--- src/rtl/csa_accum_ctrl.sv ---
// ---------------------------------------------------------------------------
// csa_accum_ctrl
//   Sequencing controller for a row of 1-bit 4:2 carry-save compressor cells.
//   Each accepted beat folds an operand pair into a redundant (sum, carry)
//   state with no carry chain. After the last beat, a single carry-propagate
//   add resolves the state. The result is returned over a valid/ready
//   handshake.
//
// Ports:
//   clk_i, rst_i        clock, synchronous active-high reset
//   clear_i             synchronous abort back to IDLE (state zeroed)
//   in_valid_i/in_ready_o  operand beat handshake
//   in_a_i, in_b_i      unsigned operands (zero-extended to ACC_W)
//   in_b_en_i           0 treats in_b_i as zero for that beat
//   in_last_i           final beat of a reduction
//   out_valid_o/out_ready_i  result handshake
//   out_result_o        sum of accepted operands mod 2^ACC_W
//   out_beats_o         accepted beats, saturating
//   busy_o              high whenever not IDLE
// ---------------------------------------------------------------------------
module csa_accum_ctrl #(
    parameter int W     = 32,
    parameter int ACC_W = 40,
    parameter int CNT_W = 8
) (
    input  logic             clk_i,
    input  logic             rst_i,
    input  logic             clear_i,
    input  logic             in_valid_i,
    output logic             in_ready_o,
    input  logic [W-1:0]     in_a_i,
    input  logic [W-1:0]     in_b_i,
    input  logic             in_b_en_i,
    input  logic             in_last_i,
    output logic             out_valid_o,
    input  logic             out_ready_i,
    output logic [ACC_W-1:0] out_result_o,
    output logic [CNT_W-1:0] out_beats_o,
    output logic             busy_o
);

    typedef enum logic [1:0] {
        IDLE    = 2'd0,
        ACC     = 2'd1,
        RESOLVE = 2'd2,
        OUT     = 2'd3
    } state_t;

    state_t state_r;
    state_t state_s;

    logic [ACC_W-1:0] sum_r;
    logic [ACC_W-1:0] carry_r;
    logic [ACC_W-1:0] out_result_r;
    logic [CNT_W-1:0] beat_cnt_r;
    logic [CNT_W-1:0] out_beats_r;
    logic             out_valid_r;

    logic             accept_s;
    logic             handshake_s;
    logic [ACC_W-1:0] a_ext_s;
    logic [ACC_W-1:0] b_ext_s;
    logic [ACC_W-1:0] op1_s;
    logic [ACC_W-1:0] op2_s;
    logic [ACC_W-1:0] row_sum_s;
    logic [ACC_W-1:0] row_c_s;
    logic [ACC_W-1:0] row_carry_s;
    logic [2:0]       cell_s;
    logic             e_s;
    logic [CNT_W-1:0] cnt_base_s;
    logic [CNT_W-1:0] cnt_next_s;

    // One 4:2 compressor cell; returns {e_out, c, s}.
    // o1+o2+o3+o4+e_in == s + 2*(c + e_out). e_out does not depend on e_in,
    // so the lateral chain is only one cell deep.
    function automatic logic [2:0] cmp42(
        input logic o1,
        input logic o2,
        input logic o3,
        input logic o4,
        input logic e_in
    );
        logic s1;
        logic e_out;
        logic c;
        logic s;
        s1    = o1 ^ o2 ^ o3;
        e_out = (o1 & o2) | (o1 & o3) | (o2 & o3);
        s     = s1 ^ o4 ^ e_in;
        c     = (s1 & o4) | (s1 & e_in) | (o4 & e_in);
        return {e_out, c, s};
    endfunction

    assign in_ready_o   = (state_r == IDLE) || (state_r == ACC);
    assign busy_o       = (state_r != IDLE);
    assign out_valid_o  = out_valid_r;
    assign out_result_o = out_result_r;
    assign out_beats_o  = out_beats_r;

    // A beat presented alongside clear_i is dropped.
    assign accept_s    = in_valid_i && in_ready_o && !clear_i;
    assign handshake_s = out_valid_r && out_ready_i;

    // Compressor row: operand selection and per-bit cell evaluation.
    always_comb begin
        a_ext_s     = ACC_W'(in_a_i);
        b_ext_s     = in_b_en_i ? ACC_W'(in_b_i) : {ACC_W{1'b0}};
        // A reduction started from IDLE always begins from a zero state.
        op1_s       = (state_r == IDLE) ? {ACC_W{1'b0}} : sum_r;
        op2_s       = (state_r == IDLE) ? {ACC_W{1'b0}} : carry_r;
        row_sum_s   = {ACC_W{1'b0}};
        row_c_s     = {ACC_W{1'b0}};
        cell_s      = 3'b000;
        e_s         = 1'b0;
        for (int i = 0; i < ACC_W; i++) begin
            cell_s       = cmp42(op1_s[i], op2_s[i], a_ext_s[i], b_ext_s[i], e_s);
            row_sum_s[i] = cell_s[0];
            row_c_s[i]   = cell_s[1];
            e_s          = cell_s[2];
        end
        // The carry weight is one bit up. The MSB carry and the final E fall off (mod 2^ACC_W).
        row_carry_s = row_c_s << 1;
    end

    // Saturating beat counter increment.
    always_comb begin
        cnt_base_s = (state_r == IDLE) ? {CNT_W{1'b0}} : beat_cnt_r;
        if (&cnt_base_s) begin
            cnt_next_s = cnt_base_s;
        end else begin
            cnt_next_s = cnt_base_s + CNT_W'(1'b1);
        end
    end

    // Next-state logic; clear_i overrides every transition.
    always_comb begin
        state_s = state_r;
        if (clear_i) begin
            state_s = IDLE;
        end else begin
            case (state_r)
                IDLE, ACC: begin
                    if (accept_s) begin
                        state_s = in_last_i ? RESOLVE : ACC;
                    end else begin
                        state_s = state_r;
                    end
                end
                RESOLVE: state_s = OUT;
                OUT: begin
                    if (handshake_s) begin
                        state_s = IDLE;
                    end else begin
                        state_s = OUT;
                    end
                end
                default: state_s = IDLE;
            endcase
        end
    end

    // State register.
    always_ff @(posedge clk_i) begin
        if (rst_i) begin
            state_r <= IDLE;
        end else begin
            state_r <= state_s;
        end
    end

    // Redundant accumulator, beat counter and registered result.
    always_ff @(posedge clk_i) begin
        if (rst_i) begin
            sum_r        <= {ACC_W{1'b0}};
            carry_r      <= {ACC_W{1'b0}};
            beat_cnt_r   <= {CNT_W{1'b0}};
            out_result_r <= {ACC_W{1'b0}};
            out_beats_r  <= {CNT_W{1'b0}};
            out_valid_r  <= 1'b0;
        end else if (clear_i) begin
            // The last result stays visible; everything else restarts.
            sum_r       <= {ACC_W{1'b0}};
            carry_r     <= {ACC_W{1'b0}};
            beat_cnt_r  <= {CNT_W{1'b0}};
            out_valid_r <= 1'b0;
        end else begin
            if (accept_s) begin
                sum_r      <= row_sum_s;
                carry_r    <= row_carry_s;
                beat_cnt_r <= cnt_next_s;
            end else if (handshake_s) begin
                sum_r      <= {ACC_W{1'b0}};
                carry_r    <= {ACC_W{1'b0}};
                beat_cnt_r <= {CNT_W{1'b0}};
            end else begin
                sum_r      <= sum_r;
                carry_r    <= carry_r;
                beat_cnt_r <= beat_cnt_r;
            end

            if (state_r == RESOLVE) begin
                out_result_r <= sum_r + carry_r;
                out_beats_r  <= beat_cnt_r;
                out_valid_r  <= 1'b1;
            end else if (handshake_s) begin
                out_valid_r  <= 1'b0;
            end else begin
                out_valid_r  <= out_valid_r;
            end
        end
    end

endmodule

--- config.mk ---
export PLATFORM = sky130hd
export DESIGN_NAME = csa_accum_ctrl
export DESIGN_NICKNAME = d
export VERILOG_FILES = /design/src/rtl/csa_accum_ctrl.sv
export SDC_FILE = /design/constraint.sdc
export NUM_CORES = 1
export LEC_CHECK = 0
export ABC_AREA = 1
export ABC_CLOCK_PERIOD_IN_PS = 3600
export BUFFER_PORTS_ARGS = -buffer_cell sky130_fd_sc_hd__buf_2
export CORE_MARGIN = 2
export CORE_UTILIZATION = 39
export CTS_CLUSTER_DIAMETER = 60
export DETAILED_ROUTE_END_ITERATION = 8
export MAX_ROUTING_LAYER = met4
export SYNTH_ARGS = -nofsm -noshare
export SYNTH_HDL_FRONTEND = slang
export SYNTH_SLANG_ARGS = --single-unit
--- constraint.sdc ---
create_clock -name clk_i -period 3.6 [get_ports clk_i]
set_input_delay 0.36 -clock clk_i [delete_from_list [all_inputs] [get_ports clk_i]]
set_output_delay 0.36 -clock clk_i [all_outputs]
set_load 0.1 [all_outputs]
* Yosys cells after proc, flatten, opt, wreduce, memory -nomap -nowiden *
Cells that the tools add are included.

word-level totals
  bits in registers = 138
  latch bits = 0
  bits in writable memories = 0
  memory bits (read-only) = 0
  input bits = 71
  word-level logic and storage cells = 553
  memories kept = 0

operators by class
  add/sub/neg operators = 2
  multipliers = 0
  div/mod/pow operators = 0
  $lt $le $gt $ge = 0
  equality and inequality tests = 4
  shifts and indexed selects = 0
  multiplexer cells = 17
  bitwise logic cells = 510
  reduce and logical (&&, ||, !) cells = 13

operator list
  kind                   number
  $mux W40               6
  $and A1 B1 Y1          204
  $xor A1 B1 Y1          143
  $or A1 B1 Y1           140
  $add A40 B40 Y40       1
  $mux W32               1
  $mux W8                4
  $add A8 B1 Y8 const B  1
  $reduce_and A8 Y1      1
  $xor A1 B1 Y1 const B  8
  $and A1 B1 Y1 const A  7
  $and A1 B1 Y1 const B  7
  $mux W2                3
  $pmux W2 S3            1
  $reduce_bool A2 Y1     3
  $eq A2 B2 Y1 const B   2
  $reduce_or A2 Y1       2
  $logic_and A1 B1 Y1    3
  $eq A2 B1 Y1 const B   1
  $logic_not A2 Y1       1
  $mux W1                2
  $ne A2 B2 Y1 const B   1
  $reduce_and A2 Y1      1
  $logic_not A1 Y1       1
  other kinds (2)        2

* Logic depth before layout (Yosys ltp) *
  word-level depth = 9
  mapped depth = 16
  gate-level depth less buffers = 16

* Least setup slack after synthesis *
OpenSTA, ideal clock, no wires.

  kind = register to register
  from = reg state_r[1]
  to = reg sum_r[1]
  library setup time = 0.129 ns
  arrival time = 2.363 ns
  data required time = 3.471 ns
  setup slack = 1.108 ns
  cell stages (with the launch flop) = 11
  path buffers = 2
  path through = dfxtp_1 > nor2_4 > buf_2 > buf_2 > nor2_1 > fa_1 > inv_1 > fa_1 > o22ai_1 > inv_1 > nor2_1

on the way
  cells in the longest elaborated chain, start to end = 7
  elaborated cells between the ends (all ways) = 17

RTL lines
  item                                            line          text
  start: declaration                              49            state_t state_r;
  start signal: assignment                        167           state_r <= state_s;
  $logic_not A2 Y1                                94, 109, 110
  $mux W40, on equally long branches              109, 110
  $xor A1 B1 Y1 or $and A1 B1 Y1 (tied branches)  87, 88
  $xor A1 B1 Y1 or $or A1 B1 Y1 (tied branches)   87, 88
  $xor A1 B1 Y1 or $or A1 B1 Y1 (tied branches)   89, 88
  $xor A1 B1 Y1                                   89            s = s1 ^ o4 ^ e_in;
  $mux W40                                        187           if (accept_s) begin
  end signal: assignment                          188           sum_r <= row_sum_s;
  end signal: assignment                          192           sum_r <= {ACC_W{1'b0}};
  end signal: assignment                          196           sum_r <= sum_r;
  end: declaration                                52            logic [ACC_W-1:0] sum_r;

Several ways; a longest one is shown, not always the timed one.
A chain may end at the register's enable or synchronous reset.

* Worst setup path in the final report *
  from = reg state_r[1]
  to = reg sum_r[31]

The elaborated chain is that of the path after synthesis.

==> flow_metrics.py <==
metrics = {
    "worst_hold_path": {
        "hold_class": "primary input to flip-flop",
        "hp-start": "rst_i",
        "whs_path_depth": 2,
        "holdPathEnd": "out_result_o[3]",
    },
    "clock_tree": {
        "ctsHoldBuffers": 0,
        "cts_setup_buffers": 0,
        "htree_levels": 4,
        "cts.sinks": 138,
        "tritoncts": "done",
        "cts-resized-gates": 0,
        "cts-root-buf": "clkbuf_16",
        "numCtsBuffers": 17,
        "cts.path.max_buffers": 2,
        "clock_latency_ps": 430,
        "path_clk_slew_ps": 60,
    },
    "critical_path": {
        "r2r_start": "state_r[1]",
        "r2r-end": "sum_r[31]",
        "start_kind": "flip-flop",
        "end_kind": "flip-flop",
        "rrSetupSlack_ps": 1140,
        "required_ps": 3950,
        "crit_path_max_fanout": 82,
        "cp.arrival_ps": 2810,
        "startpoint": "state_r[1]",
        "crit_type": "flip-flop to flip-flop",
        "reg2regPathDepth": 9,
    },
    "logic_synthesis": {
        "synth_area_leaders": "dfxtp_1 (27%), nand2_1 (16%), fa_1 (12%), inv_1 (9.6%), ha_1 (6.7%)",
        "synth_cell_type_count": 36,
        "synth.largest_area_cell": "dfxtp_1",
        "synth_area_um2": 10330,
        "yosysWarnings": 0,
        "synthArstFlopShare": 0,
        "synth-edff-count": 0,
        "synth-main-ff-cell": "dfxtp_1",
        "syn_avg_cell_area_um2": 6.721,
        "ys_ff_latch": 138,
        "synth_seq_area_share": 0.2674,
        "synthCells": 1537,
        "yosys.area.top_type_share": 0.2674,
        "syn_nets": 1726,
    },
    "die": {
        "start_util": 0.3964,
        "ios": 122,
        "dieHeight_um": 166.8,
        "core_area_um2": 26060,
        "rows": 59,
        "dieArea_um2": 27810,
        "die_x_um": 166.8,
    },
    "place": {
        "place.gp.congestion": 0.8737,
        "dp_hpwl_um": 19870,
        "portBuffers": 121,
    },
    "grt": {
        "grt_pass1_wl_um": 45330,
        "grt_usage": 0.2044,
        "grt-ovfl-total": 0,
        "antenna_found_initial": 0,
        "grt_pass1_vias": 9171,
        "grt_max_degree": 83,
    },
    "timing": {
        "skew_ps": 15.41,
        "hold_viol": 0,
        "rsz0062_at_grt": "no",
        "tightest_slew_ps": 1107,
        "setup_viol": 0,
        "slew_viol_final": 0,
        "finalSetupTns_ps": 0,
        "fmax_mhz": 406.8,
        "period_needed_ps": 2458,
        "slew-limit-headroom": 0.2614,
        "period_share": 0.6828,
    },
    "drt": {
        "avgRoutedWirePerCell_um": 13.41,
        "drc_errors": 0,
        "num_vias": 9376,
        "first_iter_violations": 577,
        "drt-pass1-iter-count": 5,
        "detail-route-antenna-nets": 0,
        "via_per_inst": 4.745,
        "wl_um": 26510,
    },
    "finish": {
        "multi_input_comb_area_um2": 6289,
        "fin_nets": 1820,
        "layout_common_cells": "nand2_1 (452), inv_1 (264), nor2_1 (168), dfxtp_1 (138), a21oi_1 (125)",
        "area_growth_pct": 14.52,
        "seqCellArea_um2": 2763,
        "antennaDiodeCount": 0,
        "layout_commonest_cell": "nand2_1",
        "fill_cells": 2754,
        "drive_above_1_share": 0.1231,
        "final_util": 0.4540,
    },
    "status": {
        "outcome": "finished clean",
    },
    "power": {
        "total_power_mw": 3.900,
        "vdd_drop_max_mv": 0.3093,
        "static-leakage-power_nw": 5.895,
        "power_density_nw_per_um2": 329.7,
    },
    "flow_run": {
        "maxCapViolCount": 0,
    },
}
==> cell usage after synthesis, drive strengths merged (2+ instances only) <==
cell / number
a21oi: 127
a31oi: 2
buf: 26
clkbuf: 26
dfxtp: 138
fa: 63
ha: 55
inv: 274
nand2: 465
nand3: 58
nand3b: 2
nor2: 179
nor3: 6
o211ai: 3
o21a: 15
o21ai: 48
o21bai: 21
o22ai: 2
xor2: 21
==> flip-flops by register name, indices dropped and copies added, names as in the netlist <==
name and count:
out_result_o 40, sum_r 40, carry_r 39, beat_cnt_r 8, out_beats_o 8, state_r 2, out_valid_o 1
==> cell families (layout without fill, tap and decap cells) <==
logic type	after synthesis	count (layout)	synth area share
compound gates	220	220	0.1177
xor+xnor	22	22	0.01865
fa+ha+maj	118	118	0.1887
buf+inv	326	430	0.1243
flops	138	138	0.2674
simple gates	713	713	0.2832
==> how the worst max path moves through the flow <==
stage / end / slack (ps) / cells past startpoint
finish: sum_r[31] / 1140 / 9
global route: sum_r[1] / 1040 / 9
CTS: sum_r[1] / 1200 / 9
detailed placement: sum_r[1] / 1240 / 9
global placement: sum_r[1] / 1260 / 9
floorplan: sum_r[1] / 1110 / 10
==> power by group <==
group / switching, mW / internal, mW
sequential: 0.0182 / 1.55
clock: 0.706 / 1.22
combinational: 0.285 / 0.125
total: 1.01 / 2.89
==> area by class of cell <==
type                       count  share of cell area
timing repair buffer         127             0.05923
clock buffer                  17             0.03596
clock inverter                12             0.01692
tap                          335             0.03543
inverter                     274             0.08736
multi-input combinational   1073              0.5316
sequential                   138              0.2335
==> critical path, stage by stage (launching register included) <==
cell	delay (ps)
dfxtp_1	430
nor2_4	70
buf_12	180
inv_6	200
nand2_1	90
fa_1	510
inv_1	50
fa_1	530
nand2_1	50
a21oi_1	140
==> through the flow <==
stage | hold slack [ps] | std cells | setup slack (ps) | cell area (µm²)
2_1_floorplan | 429.1 | 1537 | 1108 | 10330
3_3_place_gp | 451.2 | 1947 | 1263 | 11200
3_5_place_dp | 455.4 | 1947 | 1244 | 11200
4_1_cts | 109.7 | 1976 | 1197 | 11830
5_1_grt | 133.9 | 1976 | 1044 | 11830
6_report | 128.5 | 1976 | 1142 | 11830
==> layer usage <==
| layer | share of wire | vias up | global-route usage |
|---|---|---|---|
| met4 | 0.012 | 0 | 0.04685 |
| met5 | 0 | - | - |
| met1 | 0.51 | 4273 | 0.2878 |
| met3 | 0.039 | 22 | 0.02994 |
| met2 | 0.44 | 201 | 0.3110 |
| li1 | - | 4880 | - |
Note: power is estimated with default switching activity, not from simulation.
